[src/rtl/alarm_pkg.sv]
// Shared alarm-system types and default tuning constants for the laser trip detector.
package alarm_pkg;

  typedef enum logic [1:0] {
    SYS_DISARMED = 2'd0,
    SYS_ARMING   = 2'd1,
    SYS_ARMED    = 2'd2,
    SYS_ALARM    = 2'd3
  } alarm_sys_state_t;

  typedef enum logic [2:0] {
    LD_IDLE      = 3'd0,
    LD_CALIBRATE = 3'd1,
    LD_MONITOR   = 3'd2,
    LD_TRIPPED   = 3'd3,
    LD_FAULT     = 3'd4
  } laser_det_state_t;

  localparam int unsigned LD_SAMPLE_W     = 12;
  localparam int unsigned LD_CAL_LOG2     = 4;
  localparam int unsigned LD_DROP_MARGIN  = 400;
  localparam int unsigned LD_DEBOUNCE_N   = 8;
  localparam int unsigned LD_MIN_BASELINE = 1000;

endpackage

[src/rtl/laser_trip_detector_if.sv]
// Control, sample and status bundle between the ADC front end / system FSM and the detector.
interface laser_trip_detector_if #(
  parameter int unsigned SAMPLE_W = 12
);
  logic                arm;
  logic                disarm;
  logic                sample_valid;
  logic [SAMPLE_W-1:0] sample;
  logic                laser_triggered;
  logic                ready;
  logic                no_beam_fault;
  logic [SAMPLE_W-1:0] baseline;

  modport master (
    output arm, disarm, sample_valid, sample,
    input  laser_triggered, ready, no_beam_fault, baseline
  );

  modport slave (
    input  arm, disarm, sample_valid, sample,
    output laser_triggered, ready, no_beam_fault, baseline
  );
endinterface

[src/rtl/beam_calibrator.sv]
// Averages 2^CAL_LOG2 valid samples into a beam baseline and derives the break threshold.
module beam_calibrator
  import alarm_pkg::*;
#(
  parameter int unsigned SAMPLE_W     = LD_SAMPLE_W,
  parameter int unsigned CAL_LOG2     = LD_CAL_LOG2,
  parameter int unsigned DROP_MARGIN  = LD_DROP_MARGIN,
  parameter int unsigned MIN_BASELINE = LD_MIN_BASELINE
) (
  input  logic                clock,
  input  logic                rst,
  input  logic                clr,
  input  logic                en,
  input  logic [SAMPLE_W-1:0] sample,
  output logic                done_c,
  output logic                low_c,
  output logic [SAMPLE_W-1:0] baseline,
  output logic [SAMPLE_W-1:0] threshold
);

  localparam int unsigned ACC_W = SAMPLE_W + CAL_LOG2;

  logic [ACC_W-1:0]    acc_q, acc_d, sum_c;
  logic [CAL_LOG2-1:0] cnt_q, cnt_d;
  logic [SAMPLE_W-1:0] baseline_q, baseline_d;
  logic [SAMPLE_W-1:0] threshold_q, threshold_d;
  logic [SAMPLE_W-1:0] avg_c;

  // Average includes the final sample so the baseline lands on the same edge as done.
  always_comb begin
    sum_c       = acc_q + ACC_W'(sample);
    avg_c       = SAMPLE_W'(sum_c >> CAL_LOG2);
    done_c      = en && (cnt_q == '1);
    low_c       = avg_c < SAMPLE_W'(MIN_BASELINE);
    acc_d       = acc_q;
    cnt_d       = cnt_q;
    baseline_d  = baseline_q;
    threshold_d = threshold_q;
    if (clr) begin
      acc_d = '0;
      cnt_d = '0;
    end else if (done_c) begin
      acc_d       = '0;
      cnt_d       = '0;
      baseline_d  = avg_c;
      threshold_d = avg_c - SAMPLE_W'(DROP_MARGIN);
    end else if (en) begin
      acc_d = sum_c;
      cnt_d = cnt_q + CAL_LOG2'(1);
    end
  end

  always_ff @(posedge clock) begin
    if (rst) begin
      acc_q       <= '0;
      cnt_q       <= '0;
      baseline_q  <= '0;
      threshold_q <= '0;
    end else begin
      acc_q       <= acc_d;
      cnt_q       <= cnt_d;
      baseline_q  <= baseline_d;
      threshold_q <= threshold_d;
    end
  end

  assign baseline  = baseline_q;
  assign threshold = threshold_q;

endmodule

[src/rtl/laser_trip_detector.sv]
// Arms, calibrates and debounces the laser beam into a latched trip / no-beam fault indication.
module laser_trip_detector
  import alarm_pkg::*;
#(
  parameter int unsigned SAMPLE_W     = LD_SAMPLE_W,
  parameter int unsigned CAL_LOG2     = LD_CAL_LOG2,
  parameter int unsigned DROP_MARGIN  = LD_DROP_MARGIN,
  parameter int unsigned DEBOUNCE_N   = LD_DEBOUNCE_N,
  parameter int unsigned MIN_BASELINE = LD_MIN_BASELINE
) (
  input  logic                  clock,
  input  logic                  rst,
  laser_trip_detector_if.slave  bus
);

  laser_det_state_t    state_q, state_d;
  logic [7:0]          dbc_q, dbc_d;
  logic [8:0]          dbc_inc_c;
  logic                trig_q, trig_d;
  logic                ready_q, ready_d;
  logic                fault_q, fault_d;
  logic                cal_en_c, cal_clr_c;
  logic                cal_done_c, cal_low_c;
  logic [SAMPLE_W-1:0] threshold;
  logic [SAMPLE_W-1:0] baseline;

  // Calibrator is held clear outside CALIBRATE so each arm starts from zero.
  assign cal_en_c  = (state_q == LD_CALIBRATE) && bus.sample_valid && !bus.disarm;
  assign cal_clr_c = (state_q != LD_CALIBRATE) || bus.disarm;

  beam_calibrator #(
    .SAMPLE_W     (SAMPLE_W),
    .CAL_LOG2     (CAL_LOG2),
    .DROP_MARGIN  (DROP_MARGIN),
    .MIN_BASELINE (MIN_BASELINE)
  ) u_cal (
    .clock     (clock),
    .rst       (rst),
    .clr       (cal_clr_c),
    .en        (cal_en_c),
    .sample    (bus.sample),
    .done_c    (cal_done_c),
    .low_c     (cal_low_c),
    .baseline  (baseline),
    .threshold (threshold)
  );

  always_comb begin
    state_d   = state_q;
    dbc_d     = dbc_q;
    dbc_inc_c = {1'b0, dbc_q} + 9'd1;
    unique case (state_q)
      LD_IDLE: begin
        if (bus.arm) state_d = LD_CALIBRATE;
      end
      LD_CALIBRATE: begin
        if (cal_done_c) state_d = cal_low_c ? LD_FAULT : LD_MONITOR;
      end
      LD_MONITOR: begin
        if (bus.sample_valid) begin
          if (bus.sample < threshold) begin
            if (dbc_inc_c == 9'(DEBOUNCE_N)) begin
              state_d = LD_TRIPPED;
              dbc_d   = '0;
            end else begin
              dbc_d = dbc_inc_c[7:0];
            end
          end else begin
            dbc_d = '0;
          end
        end
      end
      LD_TRIPPED, LD_FAULT: ;
      default: state_d = LD_IDLE;
    endcase
    if (bus.disarm) begin
      state_d = LD_IDLE;
      dbc_d   = '0;
    end
    // Outputs decoded from the next state so they are registered yet track state exactly.
    trig_d  = (state_d == LD_TRIPPED) || (state_d == LD_FAULT);
    ready_d = (state_d == LD_MONITOR);
    fault_d = (state_d == LD_FAULT);
  end

  always_ff @(posedge clock) begin
    if (rst) begin
      state_q <= LD_IDLE;
      dbc_q   <= '0;
      trig_q  <= 1'b0;
      ready_q <= 1'b0;
      fault_q <= 1'b0;
    end else begin
      state_q <= state_d;
      dbc_q   <= dbc_d;
      trig_q  <= trig_d;
      ready_q <= ready_d;
      fault_q <= fault_d;
    end
  end

  assign bus.laser_triggered = trig_q;
  assign bus.ready           = ready_q;
  assign bus.no_beam_fault   = fault_q;
  assign bus.baseline        = baseline;

endmodule

[src/flat_wrapper.sv]
// flat-port wrapper written by rule: the top's interface ports become plain ports
module laser_trip_detector_flat import alarm_pkg::*;
#(
  parameter int unsigned SAMPLE_W     = LD_SAMPLE_W,
  parameter int unsigned CAL_LOG2     = LD_CAL_LOG2,
  parameter int unsigned DROP_MARGIN  = LD_DROP_MARGIN,
  parameter int unsigned DEBOUNCE_N   = LD_DEBOUNCE_N,
  parameter int unsigned MIN_BASELINE = LD_MIN_BASELINE
)
  (clock, rst, bus_arm, bus_disarm, bus_sample_valid, bus_sample, bus_laser_triggered, bus_ready, bus_no_beam_fault, bus_baseline);
  laser_trip_detector_if #(.SAMPLE_W(SAMPLE_W)) bus_i ();
  input  logic clock;
  input  logic rst;
  input wire logic [$bits(bus_i.arm)-1:0] bus_arm;
  input wire logic [$bits(bus_i.disarm)-1:0] bus_disarm;
  input wire logic [$bits(bus_i.sample_valid)-1:0] bus_sample_valid;
  input wire logic [$bits(bus_i.sample)-1:0] bus_sample;
  output wire logic [$bits(bus_i.laser_triggered)-1:0] bus_laser_triggered;
  output wire logic [$bits(bus_i.ready)-1:0] bus_ready;
  output wire logic [$bits(bus_i.no_beam_fault)-1:0] bus_no_beam_fault;
  output wire logic [$bits(bus_i.baseline)-1:0] bus_baseline;
  assign bus_i.arm = bus_arm;
  assign bus_i.disarm = bus_disarm;
  assign bus_i.sample_valid = bus_sample_valid;
  assign bus_i.sample = bus_sample;
  assign bus_laser_triggered = bus_i.laser_triggered;
  assign bus_ready = bus_i.ready;
  assign bus_no_beam_fault = bus_i.no_beam_fault;
  assign bus_baseline = bus_i.baseline;
  laser_trip_detector #(.SAMPLE_W(SAMPLE_W), .CAL_LOG2(CAL_LOG2), .DROP_MARGIN(DROP_MARGIN), .DEBOUNCE_N(DEBOUNCE_N), .MIN_BASELINE(MIN_BASELINE)) u_core (.clock(clock), .rst(rst), .bus(bus_i));
endmodule
[config.mk]
export PLATFORM = sky130hd
export DESIGN_NAME = laser_trip_detector_flat
export DESIGN_NICKNAME = d
export VERILOG_FILES = /design/src/rtl/alarm_pkg.sv /design/src/rtl/laser_trip_detector_if.sv /design/src/rtl/beam_calibrator.sv /design/src/rtl/laser_trip_detector.sv /design/src/flat_wrapper.sv
export SDC_FILE = /design/constraint.sdc
export NUM_CORES = 1
export LEC_CHECK = 0
export ABC_AREA = 1
export BUFFER_PORTS_ARGS = -buffer_cell sky130_fd_sc_hd__buf_2
export CAP_MARGIN = 10
export CORE_MARGIN = 2
export CORE_UTILIZATION = 60
export CTS_CLUSTER_DIAMETER = 100
export DETAILED_ROUTE_END_ITERATION = 12
export GPL_TIMING_DRIVEN = 0
export PLACE_DENSITY = 0.8
export SETUP_SLACK_MARGIN = 0.5
export SLEW_MARGIN = 5
export SYNTH_ARGS = -nofsm -noshare
export SYNTH_HDL_FRONTEND = slang
export SYNTH_SLANG_ARGS = --single-unit
[constraint.sdc]
create_clock -name clock -period 3 [get_ports clock]
set_clock_uncertainty 0.15 [all_clocks]
set_input_delay 0.15 -clock clock [delete_from_list [all_inputs] [get_ports clock]]
set_output_delay 0.15 -clock clock [all_outputs]
set_load 0.01 [all_outputs]
==> results.py, run 1 <==
metrics = {
    "status": {
        "status": "complete, no violations",
    },
    "pwr": {
        "power.density_mw_per_mm2": 335.9,
        "p_leak_uw": 0.002055,
        "max-vdd-ir-drop_mv": 0.2100,
    },
    "grt": {
        "top_usage_layer": "met2",
        "use_met2": 0.4625,
        "use_met3": 0.04157,
        "grt_pass1_wl_um": 13620,
        "grt-ovfl-total": 0,
        "antenna_found_initial": 0,
        "grt_max_degree": 19,
        "grtUsageMet1": 0.3426,
        "grt_pass1_vias": 3091,
        "grt.total_usage": 0.2675,
    },
    "floorplan": {
        "die_w_um": 80.52,
        "ios": 32,
        "rows": 27,
        "die_area_mm2": 0.006483,
        "die_h_um": 80.52,
        "initial_core_util": 0.6303,
        "core-area_mm2": 0.005574,
    },
    "critical_path": {
        "worst-path-buf-inv": 2,
        "crit_family": "simple AND/OR/NAND/NOR gates",
        "crit_top_cell": "nand2_2",
        "worstReg2RegEnd": "u_core.bus.ready",
        "worst_r2r_path_depth": 20,
        "start_kind": "flop",
        "crit_start": "u_core.u_cal.acc_q[2]",
        "endpoint": "u_core.bus.ready",
        "r2r_start": "u_core.u_cal.acc_q[2]",
        "crit_required_ns": 3.10,
        "crit_type": "flop to flop",
        "cp_slowest_cell": "dfxtp_2",
        "cp.depth": 20,
        "end_kind": "flop",
        "rrSetupSlack_ns": 0.58,
        "crit_fanout": 7,
        "slowest_delay_ns": 0.34,
        "path_cells": "ha_1 -> buf_6 -> nand2_2 -> nand2_1 -> nand2_1 -> nand2_1 -> nand2_1 -> nand3_1 -> nand2_2 -> nand2_4 -> inv_2 -> ha_4 -> nand3_2 -> nand2_2 -> nand3_2 -> nand2_2 -> nand2_2 -> nand2_2 -> nand2_2 -> nor3_2",
        "cp.arrival_ns": 2.52,
    },
    "synth": {
        "synth_edf_count": 0,
        "ys.flop_type": "dfxtp_1",
        "yosysWarnings": 0,
        "syn_nets": 575,
        "synth-seq-cells": 54,
        "avgSynthCellArea_um2": 6.629,
        "ys_async_sr_fraction": 0,
        "yosys.area.top_type": "dfxtp_1",
        "syn_inst": 530,
        "synth-seq-area-share": 0.3077,
        "synth_area_mm2": 0.003513,
        "ys_types": 36,
        "synth.most_common_cell": "nand2_1",
        "synth_area_leaders": "dfxtp_1 (31%), nand2_1 (15%), inv_1 (9.9%), ha_1 (9.6%), a21oi_1 (5.3%)",
        "synthTopCellsByCount": "nand2_1 (139), inv_1 (93), dfxtp_1 (54)",
        "yosysTopAreaCellShare": 0.3077,
    },
    "clocking": {
        "clkTransAtPathRegs_ns": 0.11,
        "numCtsBuffers": 5,
        "cts_tree": "built",
        "clk_latency_ns": 0.32,
        "cts_max_path_buffers": 2,
        "root_buffer": "clkbuf_8",
        "htree_levels": 2,
        "clock_sinks": 54,
    },
    "sta": {
        "relSlewSlack": 0.4755,
        "finalSetupViolations": 0,
        "setup_tns_ns": 0,
        "fin_crit_ns": 2.420,
        "hold_viol": 0,
        "max_freq_ghz": 0.4132,
        "worst_pin_slew_ns": 0.7825,
        "slew_viol_final": 0,
        "min_period_over_period": 0.8068,
        "rsz0062_at_grt": "false",
    },
    "route": {
        "routed_via_density": 5.348,
        "drtIter0Drc": 242,
        "wirelength_um": 8626,
        "ant_nets": 0,
        "dr_total_vias": 3487,
        "first_pass_iters": 5,
        "wire_per_inst_um": 13.23,
        "drc": 0,
    },
    "finish": {
        "nets": 624,
        "fillCellCount": 432,
        "multi_input_comb_area_mm2": 0.002133,
        "fin_util": 0.7405,
        "antenna_cells": 0,
        "regArea_mm2": 0.001084,
        "area_delta_synth_final_pct": 17.49,
        "drive_above_1_share": 0.1983,
    },
    "placement": {
        "port_buffers": 30,
        "hpwlAfterDp_um": 6161,
        "routabilityCongestion": 0.9471,
    },
    "min_path": {
        "hold_class": "primary input to flop",
        "min_from": "bus_sample_valid",
    },
    "flow_run": {
        "max_cap_violations": 0,
    },
}
-- cell usage in the layout, fill, tap and decap left out, types with 10 or more instances in the layout --
cell      count
buf_2        34
a21oi_1      35
o21ai_0      25
ha_1         22
nor2_1       38
nand3_2      10
o211ai_1     13
nand3_1      25
inv_1        90
nand2_2      13
dfxtp_1      52
buf_4        15
nand2_1     127
-- worst min-delay path by stage --
| stage | end | slack (ns) | cells after the start |
|---|---|---|---|
| global route | u_core.dbc_q[1] | 0.12 | 4 |
| floorplan | u_core.state_q[0] | 0.08 | 1 |
| global placement | u_core.state_q[0] | 0.28 | 2 |
| detailed placement | u_core.state_q[0] | 0.29 | 2 |
| CTS | u_core.dbc_q[1] | 0.07 | 4 |
| finish | u_core.dbc_q[1] | 0.07 | 4 |
-- power breakdown --
| group | switching [µW] | internal, µW | total [µW] | leakage, µW |
|---|---|---|---|---|
| Combinational | 85.1 | 49.6 | 135 | 0.00156 |
| Clock | 279 | 255 | 534 | 0.0000563 |
| Sequential | 0.971 | 717 | 718 | 0.000436 |
-- metal layers --
metal	share of wire	vias up
met3	0.050	9
met5	0	-
li1	-	1789
met2	0.48	107
met1	0.46	1582
met4	0.012	0
-- repair_timing --
| action | CTS | global route |
|---|---|---|
| buffers inserted | 5 | 5 |
| gates resized for setup | 10 | 37 |
| hold endpoints to repair | 3 | 0 |
| setup endpoints to repair | 10 | 9 |
| hold buffers | 2 | 0 |
| pin swaps | 8 | 11 |
| cloned | 0 | 0 |
-- stage by stage --
stage / worst slack [ns] / area, µm² / cells / total power [µW] / hold WS (ns)
2_1_floorplan: 0.6431 / 3513 / 530 / 809.7 / 0.07931
3_3_place_gp: 0.2729 / 3754 / 632 / 845.3 / 0.2801
3_5_place_dp: 0.2524 / 3754 / 632 / 848.1 / 0.2862
4_1_cts: 0.5130 / 3958 / 647 / 1371 / 0.06696
5_1_grt: 0.4243 / 4128 / 652 / 1428 / 0.1158
6_report: 0.5797 / 4128 / 652 / 1387 / 0.07053
-- tightest hold or removal path, delay by kind of cell --
kind | cells | cell delay [ns]
AND/OR/NAND/NOR | 2 | 0.20
buffers and inverters | 1 | 0.10
AO/OA/AOI/OAI | 1 | 0.06
-- state kept, by name (all words and copies together), names as in the netlist --
name                        count
u_core.dbc_q                    8
u_core.u_cal.threshold          8
u_core.u_cal.baseline          12
u_core.bus.laser_triggered      1
u_core.u_cal.cnt_q              4
u_core.bus.no_beam_fault        1
u_core.bus.ready                1
u_core.u_cal.acc_q             16
u_core.state_q                  3
-- layout make-up --
type,count,area share
Multi-Input combinational cell,363,0.5168
Sequential cell,54,0.2625
Inverter,98,0.08972
Timing Repair Buffer,42,0.05941
Tap cell,72,0.02182
Buffer,15,0.02122
Clock buffer,5,0.01667
Clock inverter,3,0.01182
-- kinds of logic (layout without fill, tap and decap cells) --
kind of cell	after synthesis	after routing	synth area share
fa+ha+maj	28	28	0.1019
flops	54	54	0.3077
simple gates	241	241	0.2984
xor+xnor	9	9	0.02244
compound gates	85	85	0.1417
buf+inv	113	163	0.1278
No activity file was read; power rests on OpenSTA's default activity.
==> inputs of run 2 (changes only) <==
Settings changed: ABC_AREA 1 to 0.
Clock period 3 ns to 2.4 ns, I/O delays scaled along.
==> results.py, run 2 <==
metrics = {
    "route": {
        "wire_per_inst_um": 28.62,
        "routed_via_density": 7.473,
        "wirelength_um": 16830,
        "first_pass_iters": 6,
        "drc": 0,
        "dr_total_vias": 4394,
        "drtIter0Drc": 643,
        "ant_nets": 0,
    },
    "synth": {
        "ys.flop_type": "dfxtp_1",
        "yosys.area.top_type": "dfxtp_1",
        "yosysWarnings": 0,
        "synth_area_mm2": 0.003510,
        "synth_edf_count": 0,
        "syn_inst": 423,
        "synth-seq-area-share": 0.3080,
        "synth.most_common_cell": "nand2_1",
        "yosysTopAreaCellShare": 0.3080,
        "synth_area_leaders": "dfxtp_1 (31%), ha_1 (9.6%), nand2_1 (6.0%), a21oi_1 (5.8%), nor2_1 (5.2%)",
        "synth-seq-cells": 54,
        "avgSynthCellArea_um2": 8.297,
        "syn_nets": 468,
        "ys_async_sr_fraction": 0,
        "synthTopCellsByCount": "nand2_1 (56), dfxtp_1 (54), nor2_1 (49)",
        "ys_types": 73,
    },
    "placement": {
        "post-place-ws_ns": -0.5569,
        "hpwlAfterDp_um": 6978,
        "routabilityCongestion": 0.8782,
        "port_buffers": 31,
    },
    "sta": {
        "min_period_over_period": 1.318,
        "finalSetupViolations": 33,
        "whs_ns": 0.07156,
        "setup_slack_ns": -0.7626,
        "worst_pin_slew_ns": 0.7150,
        "relSlewSlack": 0.5233,
        "rsz0062_at_grt": "true",
        "max_freq_ghz": 0.3162,
        "slew_viol_final": 0,
        "hold_viol": 0,
        "fin_crit_ns": 3.163,
    },
    "floorplan": {
        "initial_core_util": 0.6296,
        "core-area_mm2": 0.005574,
        "ios": 32,
        "die_h_um": 80.48,
        "die_w_um": 80.48,
        "die_area_mm2": 0.006477,
        "rows": 27,
    },
    "grt": {
        "grt_pass1_vias": 3744,
        "grt.total_usage": 0.3954,
        "antenna_found_initial": 1,
        "grt_pass1_wl_um": 19380,
        "grt-ovfl-total": 0,
        "grt_max_degree": 16,
    },
    "critical_path": {
        "crit_required_ns": 2.48,
        "crit_type": "flop to flop",
        "end_kind": "flop",
        "crit_fanout": 3,
        "start_kind": "flop",
        "cp.arrival_ns": 3.24,
    },
    "pwr": {
        "p_int_uw": 1231,
        "p_leak_uw": 0.001889,
        "pwr-share-seq": 0.510,
        "power.switching_uw": 533.4,
        "p_sw_frac": 0.3023,
        "power.density_mw_per_mm2": 340.9,
        "clkPwrFrac": 0.316,
        "power_frac_comb": 0.175,
        "max-vdd-ir-drop_mv": 0.2792,
    },
    "clocking": {
        "cts_tree": "built",
        "clock_sinks": 54,
        "root_buffer": "clkbuf_8",
        "cts_max_path_buffers": 2,
        "htree_levels": 2,
        "clkTransAtPathRegs_ns": 0.11,
        "clk_latency_ns": 0.34,
        "numCtsBuffers": 5,
    },
    "flow_run": {
        "max_cap_violations": 0,
    },
    "finish": {
        "final_cell_mix": "nand2_1 (51), buf_4 (44), nor2_1 (42)",
        "nets": 561,
        "antenna_cells": 0,
        "final_common_cell": "nand2_1",
        "drive_above_1_share": 0.5116,
        "largest_reg_flops": 16,
        "top_register": "u_core.u_cal.acc_q",
        "fin_util": 0.9286,
        "area_delta_synth_final_pct": 47.49,
    },
    "status": {
        "failed_checks": "setup timing",
        "status": "finished, violations left",
    },
    "min_path": {
        "hold_class": "primary input to flop",
    },
}
-- run 2: cell types whose count changed after synthesis, moves of 5 or more --
cell	before	now
inv_1	93	22
o21ai_0	25	9
nand3_1	31	11
nand2b_1	0	6
xnor2_1	2	10
a211oi_1	3	15
nor2_1	43	49
o211ai_1	13	6
buf_2	5	0
a21oi_2	0	6
clkbuf_1	5	11
nand2_1	139	56
-- run 2: path summary, 6_finish.rpt --
check	from	end	slack, ns	depth (start not counted)
setup / recovery	u_core.u_cal.acc_q[0]	u_core.u_cal.threshold[9]	-0.76	15
hold / removal	rst	u_core.u_cal.baseline[11]	0.07	3
setup reg to reg	u_core.u_cal.acc_q[0]	u_core.u_cal.threshold[9]	-0.76	15
hold reg to reg	u_core.u_cal.baseline[8]	u_core.u_cal.baseline[8]	0.33	2
-- run 2: cell families (layout without fill, tap and decap cells) --
family,Yosys count,in the layout,synth area share
buffers and inverters,40,133,0.05205
adder cells (fa/ha/maj),28,28,0.1020
AND/OR/NAND/NOR,165,165,0.2389
flip-flops,54,54,0.3080
AO/OA/AOI/OAI,117,117,0.2474
XOR/XNOR,19,19,0.05170
-- run 2: layout make-up --
class	instances	area [µm²]
sequential	54	1102
inverter	23	86.33
timing repair buffer	86	626.9
fill	183	397.9
buffer	17	131.4
clock buffer	6	72.57
tap	72	90.09
multi-input combinational	329	3059
clock inverter	1	7.507
-- run 2: worst max-delay path: stages (launching register included) --
cell and delay, ns:
dfxtp_2 0.42, ha_4 0.20, inv_2 0.05, fa_2 0.37
nand2b_4 0.17, a21oi_4 0.17, buf_4 0.14, buf_6 0.08
buf_4 0.11, nor2_4 0.05, o221ai_4 0.29, nand3b_1 0.20
buf_4 0.19, nand2_2 0.07, xnor2_1 0.08, a211oi_1 0.28
-- run 2: power groups by stage --
stage / logic [µW] / registers [µW] / clock network (µW)
floorplan: 120 / 919 / 0
detailed placement: 175 / 919 / 0
global placement: 168 / 919 / 0
CTS: 233 / 898 / 512
global route: 312 / 899 / 564
finish: 308 / 899 / 557
-- run 2: through the flow --
| stage | total power, µW | area (µm²) | setup TNS, ns | instances |
|---|---|---|---|---|
| 6_report | 1765 | 5176 | -11.79 | 588 |
| 5_1_grt | 1775 | 5176 | -11.81 | 588 |
| 4_1_cts | 1644 | 4767 | -3.272 | 563 |
| 3_5_place_dp | 1094 | 3964 | -4.404 | 526 |
| 3_3_place_gp | 1088 | 3964 | -3.402 | 526 |
| 2_1_floorplan | 1038 | 3719 | -1.506 | 423 |
-- run 2: what timing repair did --
item,4_1_cts,5_1_grt
pin swaps,46,32
endpoints found under the setup margin,54,52
setup buffers,28,25
resized for setup,101,59
cloned,1,0
hold endpoints to repair,1,0
hold buffers,1,0
-- run 2: per-layer routing --
metal	global-route usage	up-vias	wire, µm
met5	0	-	16
met4	0.2068	2	1720
met3	0.08652	195	2280
met2	0.6442	513	7145
met1	0.4865	2001	5668
li1	-	1683	-
==> inputs of run 3 (changes only) <==
Settings changed: CORE_ASPECT_RATIO set to 1.5, CORE_MARGIN 2 to 4.
==> results.py, run 3 (synthesized netlist as in run 2, its figures left out) <==
metrics = {
    "floorplan": {
        "ios": 32,
        "die_h_um": 101.7,
        "initial_core_util": 0.6296,
        "die_area_mm2": 0.007162,
        "core-area_mm2": 0.005574,
        "die_w_um": 70.45,
        "rows": 33,
    },
    "pwr": {
        "power.density_mw_per_mm2": 341.9,
        "max-vdd-ir-drop_mv": 0.4574,
        "p_int_uw": 1232,
        "clkPwrFrac": 0.312,
        "pwr-share-seq": 0.523,
        "power_frac_comb": 0.165,
        "power.switching_uw": 486.6,
        "p_sw_frac": 0.2832,
        "p_leak_uw": 0.001832,
    },
    "route": {
        "routed_via_density": 6.750,
        "dr_total_vias": 3854,
        "drc": 0,
        "drtIter0Drc": 318,
        "wirelength_um": 13320,
        "wire_per_inst_um": 23.33,
        "first_pass_iters": 5,
        "ant_nets": 0,
    },
    "critical_path": {
        "rrSetupSlack_ns": -0.51,
        "path_cells": "ha_4 -> inv_2 -> fa_2 -> nand2b_4 -> a21oi_4 -> o22a_1 -> xor2_2 -> inv_2 -> buf_4 -> buf_6 -> ha_4 -> a21boi_4 -> xnor2_2 -> a211oi_2",
        "crit_type": "flop to flop",
        "worst_r2r_path_depth": 14,
        "worstReg2RegEnd": "u_core.u_cal.threshold[8]",
        "cp_slowest_cell": "dfxtp_2",
        "crit_family": "compound AO/OA/AOI/OAI gates",
        "cp.arrival_ns": 3.01,
        "crit_required_ns": 2.50,
        "end_kind": "flop",
        "r2r_start": "u_core.u_cal.acc_q[0]",
        "crit_fanout": 3,
        "crit_start": "u_core.u_cal.acc_q[0]",
        "start_kind": "flop",
        "worst-path-buf-inv": 4,
        "slowest_delay_ns": 0.36,
    },
    "sta": {
        "max_freq_ghz": 0.3438,
        "relSlewSlack": 0.6113,
        "whs_ns": -0.02432,
        "hold_viol": 1,
        "min_period_over_period": 1.212,
        "finalSetupViolations": 21,
        "slew_viol_final": 0,
        "fin_crit_ns": 2.909,
        "setup_slack_ns": -0.5090,
        "rsz0062_at_grt": "true",
        "worst_pin_slew_ns": 0.5805,
    },
    "finish": {
        "nets": 545,
        "top_register": "u_core.u_cal.acc_q",
        "regArea_mm2": 0.001102,
        "area_delta_synth_final_pct": 43.21,
        "fin_util": 0.9017,
        "final_common_cell": "nand2_1",
        "antenna_cells": 0,
        "final_cell_mix": "nand2_1 (46), nor2_1 (42), dfxtp_1 (37)",
        "drive_above_1_share": 0.4930,
        "largest_reg_flops": 16,
        "fillCellCount": 237,
        "multi_input_comb_area_mm2": 0.003023,
    },
    "clocking": {
        "root_buffer": "clkbuf_8",
        "clkTransAtPathRegs_ns": 0.11,
        "htree_levels": 2,
        "clk_latency_ns": 0.33,
        "cts_tree": "built",
        "cts_hold_buffers": 0,
        "clock_sinks": 54,
        "cts_max_path_buffers": 2,
        "numCtsBuffers": 5,
    },
    "min_path": {
        "min_from": "bus_disarm",
        "worstHoldPathCells": 3,
        "min_to": "u_core.dbc_q[3]",
        "hold_class": "primary input to flop",
    },
    "grt": {
        "antenna_found_initial": 0,
        "grt-ovfl-total": 0,
        "grt.total_usage": 0.2997,
        "grt_pass1_vias": 3587,
        "grt_pass1_wl_um": 16880,
        "grt_max_degree": 17,
    },
    "placement": {
        "port_buffers": 31,
        "hpwlAfterDp_um": 7040,
        "routabilityCongestion": 0.8709,
        "post-place-ws_ns": -0.5113,
    },
    "status": {
        "failed_checks": "hold timing, setup timing",
        "status": "finished, violations left",
    },
    "flow_run": {
        "max_cap_violations": 0,
    },
}
## run 3: power groups by stage
stage | clock (µW) | combinational (µW) | sequential (µW)
finish | 535 | 284 | 898
global route | 550 | 296 | 899
CTS | 522 | 226 | 898
detailed placement | 0 | 174 | 919
global placement | 0 | 170 | 919
floorplan | 0 | 120 | 919
## run 3: metrics by stage
step	hold WS (ns)	setup TNS (ns)	std cells	instance area, µm²	power, µW
after floorplan	0.1696	-1.506	423	3719	1038
after global placement	0.2882	-3.680	524	3961	1090
after detailed placement	0.2988	-4.197	524	3961	1093
after CTS	0.0007954	-3.402	559	4582	1646
after global routing	0.003132	-7.606	571	5026	1745
final	-0.02432	-5.361	571	5026	1718
## run 3: tightest hold or removal path, stage by stage
cell and delay (ns):
buf_2 0.09, or2_2 0.15, a311oi_2 0.06
## run 3: worst max-delay path by stage
stage / end / slack (ns) / cells past startpoint
CTS: u_core.bus.laser_triggered / -0.38 / 14
finish: u_core.u_cal.threshold[8] / -0.51 / 14
floorplan: u_core.bus.laser_triggered / -0.22 / 14
global route: u_core.bus.ready / -0.61 / 12
detailed placement: u_core.bus.laser_triggered / -0.51 / 14
global placement: u_core.bus.laser_triggered / -0.46 / 14
## run 3: area by class of cell
| class | instances | share of cell area |
|---|---|---|
| clock inverters | 2 | 0.002738 |
| well taps | 70 | 0.01743 |
| inverters | 23 | 0.01718 |
| plain buffers | 17 | 0.02489 |
| multi-input cells | 329 | 0.6014 |
| clock buffers | 6 | 0.01444 |
| repair buffers | 70 | 0.1026 |
| flip-flops and latches | 54 | 0.2193 |
## run 3: timing repair
action	CTS	global route
pin swaps	53	35
setup buffers	27	11
resized for setup	70	81
cloned	0	1
setup endpoints to repair	52	54
## run 3: layer usage
metal  global-route usage  wire length [µm]
met1               0.2853              4472
met2               0.5722              6899
met3              0.05561               899
met4               0.2035              1052
met5                    0                 0
